$ cat src/rtl/cpu_types_pkg.sv
// Shared CPU-side types for the dual-core RAM arbiter: word and RAM status
// types, the arbiter state encoding and the access timeout limit.
package cpu_types_pkg;

  typedef logic [31:0] word_t;

  typedef enum logic [1:0] {
    FREE   = 2'd0,
    BUSY   = 2'd1,
    ACCESS = 2'd2,
    ERROR  = 2'd3
  } ramstate_t;

  typedef enum logic [1:0] {
    IDLE  = 2'd0,
    SERV0 = 2'd1,
    SERV1 = 2'd2
  } arb_state_t;

  localparam logic [7:0] ARB_TIMEOUT = 8'd255;

endpackage

$ cat src/rtl/ram_arbiter_if.sv
// Bundle of the two core request ports and the single RAM port seen by
// ram_arbiter; slave is the arbiter's view, master the environment's view.
interface ram_arbiter_if;
  import cpu_types_pkg::*;

  logic [1:0] dREN;
  logic [1:0] dWEN;
  word_t      daddr0;
  word_t      daddr1;
  word_t      dstore0;
  word_t      dstore1;
  word_t      dload;
  logic [1:0] dwait;
  logic       ramREN;
  logic       ramWEN;
  word_t      ramaddr;
  word_t      ramstore;
  word_t      ramload;
  ramstate_t  ramstate;
  logic       arb_err;

  modport slave (
    input  dREN, dWEN, daddr0, daddr1, dstore0, dstore1, ramload, ramstate,
    output dload, dwait, ramREN, ramWEN, ramaddr, ramstore, arb_err
  );

  modport master (
    output dREN, dWEN, daddr0, daddr1, dstore0, dstore1, ramload, ramstate,
    input  dload, dwait, ramREN, ramWEN, ramaddr, ramstore, arb_err
  );

endinterface

$ cat src/rtl/ram_arbiter.sv
// Round-robin arbiter letting two cores share one RAM port, no preemption.
// Optional access watchdog enabled by defining ARB_TIMEOUT_EN.
module ram_arbiter
  import cpu_types_pkg::*;
(
  input logic          CLK,
  input logic          nRST,
  ram_arbiter_if.slave bus
);

  arb_state_t state_r;
  arb_state_t state_s;
  logic       last_grant_r;
  logic       last_grant_s;
  logic [1:0] req_s;
  logic       serving_s;
  logic       sel_s;
  logic       access_s;
  logic       timeout_s;

  word_t      dload_s;
  logic [1:0] dwait_s;
  logic       ram_ren_s;
  logic       ram_wen_s;
  word_t      ram_addr_s;
  word_t      ram_store_s;
  logic       arb_err_s;

  assign req_s     = bus.dREN | bus.dWEN;
  assign serving_s = (state_r == SERV0) || (state_r == SERV1);
  assign sel_s     = (state_r == SERV1);
  assign access_s  = serving_s && (bus.ramstate == ACCESS);

`ifdef ARB_TIMEOUT_EN
  logic [7:0] tmo_cnt_r;

  // Watchdog: restarts while idle, so every service state begins at zero
  always_ff @(posedge CLK or negedge nRST) begin
    if (!nRST) begin
      tmo_cnt_r <= 8'd0;
    end else if (!serving_s) begin
      tmo_cnt_r <= 8'd0;
    end else if (!access_s && (tmo_cnt_r != ARB_TIMEOUT)) begin
      tmo_cnt_r <= tmo_cnt_r + 8'd1;
    end else begin
      tmo_cnt_r <= tmo_cnt_r;
    end
  end

  assign timeout_s = serving_s && !access_s && (tmo_cnt_r == ARB_TIMEOUT);
`else
  assign timeout_s = 1'b0;
`endif

  // State and round-robin history
  always_ff @(posedge CLK or negedge nRST) begin
    if (!nRST) begin
      state_r      <= IDLE;
      last_grant_r <= 1'b1;
    end else begin
      state_r      <= state_s;
      last_grant_r <= last_grant_s;
    end
  end

  // Grant decision and RAM/core side outputs
  always_comb begin
    state_s      = state_r;
    last_grant_s = last_grant_r;
    dload_s      = 32'd0;
    dwait_s      = req_s;
    ram_ren_s    = 1'b0;
    ram_wen_s    = 1'b0;
    ram_addr_s   = 32'd0;
    ram_store_s  = 32'd0;
    arb_err_s    = 1'b0;

    case (state_r)
      IDLE: begin
        if (req_s == 2'b11) begin
          state_s = last_grant_r ? SERV0 : SERV1;
        end else if (req_s[0]) begin
          state_s = SERV0;
        end else if (req_s[1]) begin
          state_s = SERV1;
        end else begin
          state_s = IDLE;
        end
      end
      SERV0, SERV1: begin
        ram_addr_s  = sel_s ? bus.daddr1 : bus.daddr0;
        ram_store_s = sel_s ? bus.dstore1 : bus.dstore0;
        ram_wen_s   = bus.dWEN[sel_s];
        ram_ren_s   = bus.dREN[sel_s] & ~bus.dWEN[sel_s];
        // A withdrawn request abandons the access without touching history
        if (!req_s[sel_s]) begin
          state_s = IDLE;
        end else if (access_s) begin
          dwait_s[sel_s] = 1'b0;
          dload_s        = bus.ramload;
          last_grant_s   = sel_s;
          state_s        = IDLE;
        end else if (timeout_s) begin
          dwait_s[sel_s] = 1'b0;
          arb_err_s      = 1'b1;
          last_grant_s   = sel_s;
          state_s        = IDLE;
        end else begin
          state_s = state_r;
        end
      end
      default: begin
        state_s = IDLE;
      end
    endcase
  end

  assign bus.dload    = dload_s;
  assign bus.dwait    = dwait_s;
  assign bus.ramREN   = ram_ren_s;
  assign bus.ramWEN   = ram_wen_s;
  assign bus.ramaddr  = ram_addr_s;
  assign bus.ramstore = ram_store_s;
  assign bus.arb_err  = arb_err_s;

endmodule

$ cat src/flat_wrapper.sv
// flat-port wrapper written by rule: the top's interface ports become plain ports
module ram_arbiter_flat import cpu_types_pkg::*;
  (CLK, nRST, bus_dREN, bus_dWEN, bus_daddr0, bus_daddr1, bus_dstore0, bus_dstore1, bus_ramload, bus_ramstate, bus_dload, bus_dwait, bus_ramREN, bus_ramWEN, bus_ramaddr, bus_ramstore, bus_arb_err);
  ram_arbiter_if bus_i ();
  input logic CLK;
  input logic nRST;
  input wire logic [$bits(bus_i.dREN)-1:0] bus_dREN;
  input wire logic [$bits(bus_i.dWEN)-1:0] bus_dWEN;
  input wire logic [$bits(bus_i.daddr0)-1:0] bus_daddr0;
  input wire logic [$bits(bus_i.daddr1)-1:0] bus_daddr1;
  input wire logic [$bits(bus_i.dstore0)-1:0] bus_dstore0;
  input wire logic [$bits(bus_i.dstore1)-1:0] bus_dstore1;
  input wire logic [$bits(bus_i.ramload)-1:0] bus_ramload;
  input wire logic [$bits(bus_i.ramstate)-1:0] bus_ramstate;
  output wire logic [$bits(bus_i.dload)-1:0] bus_dload;
  output wire logic [$bits(bus_i.dwait)-1:0] bus_dwait;
  output wire logic [$bits(bus_i.ramREN)-1:0] bus_ramREN;
  output wire logic [$bits(bus_i.ramWEN)-1:0] bus_ramWEN;
  output wire logic [$bits(bus_i.ramaddr)-1:0] bus_ramaddr;
  output wire logic [$bits(bus_i.ramstore)-1:0] bus_ramstore;
  output wire logic [$bits(bus_i.arb_err)-1:0] bus_arb_err;
  assign bus_i.dREN = bus_dREN;
  assign bus_i.dWEN = bus_dWEN;
  assign bus_i.daddr0 = bus_daddr0;
  assign bus_i.daddr1 = bus_daddr1;
  assign bus_i.dstore0 = bus_dstore0;
  assign bus_i.dstore1 = bus_dstore1;
  assign bus_i.ramload = bus_ramload;
  assign bus_i.ramstate = bus_ramstate;
  assign bus_dload = bus_i.dload;
  assign bus_dwait = bus_i.dwait;
  assign bus_ramREN = bus_i.ramREN;
  assign bus_ramWEN = bus_i.ramWEN;
  assign bus_ramaddr = bus_i.ramaddr;
  assign bus_ramstore = bus_i.ramstore;
  assign bus_arb_err = bus_i.arb_err;
  ram_arbiter u_core (.CLK(CLK), .nRST(nRST), .bus(bus_i));
endmodule
$ cat config.mk
export PLATFORM = sky130hd
export DESIGN_NAME = ram_arbiter_flat
export DESIGN_NICKNAME = d
export VERILOG_FILES = /design/src/rtl/cpu_types_pkg.sv /design/src/rtl/ram_arbiter_if.sv /design/src/rtl/ram_arbiter.sv /design/src/flat_wrapper.sv
export SDC_FILE = /design/constraint.sdc
export NUM_CORES = 1
export LEC_CHECK = 0
export BUFFER_PORTS_ARGS = -buffer_cell sky130_fd_sc_hd__buf_2
export CORE_AREA = 2 2 105 107
export CTS_CLUSTER_DIAMETER = 50
export DETAILED_ROUTE_END_ITERATION = 16
export DIE_AREA = 0 0 107 109
export SETUP_SLACK_MARGIN = 0.3
export SKIP_LAST_GASP = 1
export SLEW_MARGIN = 20
export SYNTH_ARGS = -nofsm -noshare
export SYNTH_HDL_FRONTEND = slang
export SYNTH_SLANG_ARGS = --single-unit
$ cat constraint.sdc
create_clock -name CLK -period 1.7 [get_ports CLK]
set_clock_uncertainty 0.15 [all_clocks]
set_input_delay 0.17 -clock CLK [delete_from_list [all_inputs] [get_ports CLK]]
set_output_delay 0.17 -clock CLK [all_outputs]
set_load 0.01 [all_outputs]
==> metrics.cfg <==
[clocking]
clk_pin_slew_ns = 0.03
clk_latency_ns = 0.21
clock_sinks = 3
cts_tree = built
ctsHtreeMaxLevel = 1
cts_max_path_buffers = 2
cts_root_buf = clkbuf_8
cts_made_buffers = 3

[pwr]
p_leak_nw = 2.19
power.density_nw_per_um2 = 1530
ir_worst_vdd_mv = 0.686
power_mw = 6.41

[detailed_routing]
drt_iter0_markers = 73
drt_pass1_iterations = 4
totalWireLength_um = 9240
via_per_inst = 4.17
drc = 0
antenna_left = 0
vias = 2638
wire_per_inst_um = 14.6

[place]
post-dp-hpwl_um = 6890
placed_cell_area_um2 = 3430
gp_congestion = 0.701
portBuffers = 267

[sta]
hold_viol_final = 0
fin_tns_setup_ns = -39.23
max_freq_ghz = 0.446
finalMaxSlewViolations = 0
setup_ws_ns = -0.541
layout_min_cycle_time_ns = 2.24
finalCritPeriodShare_pct = 132
setup_violations = 101
rsz0062_at_grt = true

[synthesis]
synth_edf_count = 0
syn_area_um2 = 1670
synth_cells = 211
ys_ff_latch = 3
yosys-top-cells-area = mux2i_1, nor2b_1, and2_1
synth_nets = 382
synth_cell_types = 26
ys_warn_count = 0
yosys.area.top_type_share_pct = 40.1
yosysSeqAreaShare_pct = 4.56
post_synth.cell_area_avg_um2 = 7.93
async_flop_share_pct = 100
synth_flop_cell = dfrtp_1
synth_top_area_cell = mux2i_1

[finish]
drive_gt1_share_pct = 91.1
antenna_cells = 0
design_area_um2 = 4200
syn_to_final_growth_pct = 151
fillers = 1079
fin_nets = 665

[worst_setup_path]
r2r_start = u_core.state_r[0]$_DFFE_PN0P_
crit_required_ns = 1.38
critPathKind = register to output port
slowest_stage = dfrtp_1
timing.rr.end = u_core.last_grant_r$_DFFE_PN1P_
path_max_fanout = 16
cp.arrival_ns = 1.92
start_kind = register
r2r_slack_ns = -0.16
cpPeakStageDelay_ns = 0.36
reg2reg_depth = 6
crit_chain = inv_2 > ha_4 > or3b_1 > and3b_2 > clkbuf_16 > and2_2 > buf_2
end_kind = output port

[outcome]
status = finished with violations
violations = negative setup slack

[floorplanning]
dieArea_um2 = 11700
initial_core_util_pct = 15.8
ios = 269
die_w_um = 107
num_rows = 38
core_area_um2 = 10600
die_y_um = 109

[min_path]
hold_class = primary input to asynchronous set/reset pin

[global_route]
grt_max_degree = 68
grt_pass1_wl_um = 12400
grt_pass1_vias = 2368
overflow = 0
antenna_found_initial = 0
grt_use_total_pct = 13.8

[run]
cap_viol_max_count = 0

==> worst max-delay path, delay by kind of cell (launching register included) <==
kind	cells	cell delay, ns
buffers and inverters	3	0.40
flip-flops	1	0.36
AND/OR/NAND/NOR	3	0.81
adder cells (fa/ha/maj)	1	0.13
==> routing by layer <==
layer / vias up / global-route usage (%) / part of all wire, %
li1: 1276 / - / -
met1: 1192 / 16.1 / 37
met2: 166 / 27.9 / 55
met3: 4 / 1.08 / 7.5
met4: 0 / 1.67 / 0.39
met5: - / 0 / 0
==> through the flow <==
stage / std cells / hold slack [ns] / worst slack [ns] / util, %
after floorplan: 211 / -0.276 / -0.132 / -
after global placement: 608 / -0.182 / -0.288 / 32.3
after detailed placement: 608 / -0.180 / -0.328 / 32.3
after CTS: 630 / 0.124 / -0.512 / 37.8
after global routing: 633 / 0.152 / -0.585 / 39.6
final: 633 / 0.132 / -0.541 / 39.6
==> layout by cell type, fill, tap and decap left out <==
cell type and instances:
clkbuf_8 3, or3b_1 1, mux2i_1 27, nand3b_1 4, ha_4 3, nor2_1 2
inv_2 1, dfrtp_2 1, buf_12 7, buf_8 1, clkbuf_1 1, or3_1 1
dfrtp_1 1, buf_2 260, buf_4 12, nand4_1 1, mux2i_2 26, clkbuf_16 1
and2_2 3, mux2_4 1, dfstp_2 1, inv_4 1, bufbuf_16 1, nor2b_2 65
a21oi_4 1, buf_6 9, conb_1 1, dlygate4sd3_1 1, o21ai_0 1, o221ai_1 1
a21oi_2 1, a21boi_2 1, mux2i_4 14, inv_1 2, and3b_2 1, and2_4 29
buf_16 6
==> how the worst max path moves through the flow <==
stage / from / to / slack [ns] / cells past startpoint
final: u_core.state_r[0]$_DFFE_PN0P_ / bus_dload[0] / -0.54 / 7
after global routing: u_core.state_r[0]$_DFFE_PN0P_ / bus_dload[0] / -0.58 / 7
after CTS: u_core.state_r[0]$_DFFE_PN0P_ / bus_dload[0] / -0.51 / 7
after detailed placement: u_core.state_r[1]$_DFFE_PN0P_ / bus_ramstore[0] / -0.33 / 5
after global placement: u_core.state_r[1]$_DFFE_PN0P_ / bus_dload[31] / -0.29 / 6
after floorplan: u_core.state_r[1]$_DFFE_PN0P_ / bus_dload[22] / -0.13 / 7
==> final cells by class <==
| type | count | area [um^2] | share of cell area, % |
|---|---|---|---|
| clock buffer | 4 | 45.0 | 1.07 |
| inverter | 4 | 17.5 | 0.417 |
| multi-input combinational | 184 | 2000 | 47.7 |
| sequential | 3 | 77.6 | 1.85 |
| tap | 140 | 175 | 4.17 |
| timing repair buffer | 298 | 1880 | 44.8 |
==> flip-flops by register name (all words and copies together) (netlist names) <==
register             cells
u_core.last_grant_r      1
u_core.state_r           2
==> synthesized netlist by cell type, types with 2 or more instances <==
cell and instances:
inv_1 4, and2_1 20, and2_2 3, nor2b_1 65, buf_4 2, mux2i_1 67, dfrtp_1 2, nand3b_1 4
nor2_1 2, buf_2 6, and2_4 9, buf_6 4, clkbuf_1 8, ha_1 3
==> cell families (layout without fill, tap and decap cells) <==
logic type / Yosys count / in the layout / share of synthesized area, %
AOI/OAI and AO/OA: 5 / 5 / 2.09
adders and majority gates: 3 / 3 / 2.24
muxes: 68 / 68 / 41.0
other: 1 / 1 / 0.224
buffers and inverters: 24 / 306 / 8.07
and+or+nand+nor: 107 / 107 / 41.9
DFF: 3 / 3 / 4.56
==> repair_timing <==
action	in CTS	in global routing
setup buffers	10	2
pin swaps	2	1
endpoints found under the setup margin	103	103
hold buffers	1	0
cloned	7	1
hold endpoints to repair	3	0
gates resized for setup	51	33
==> power by group <==
part / total [mW] / leakage (nW) / switching (mW) / internal (mW)
clock network: 0.205 / 0.0228 / 0.0456 / 0.160
registers: 0.144 / 0.0349 / 0.0286 / 0.115
logic: 6.06 / 2.13 / 2.59 / 3.47
total: 6.41 / 2.19 / 2.66 / 3.75
Note: power is estimated with default switching activity, not from simulation.
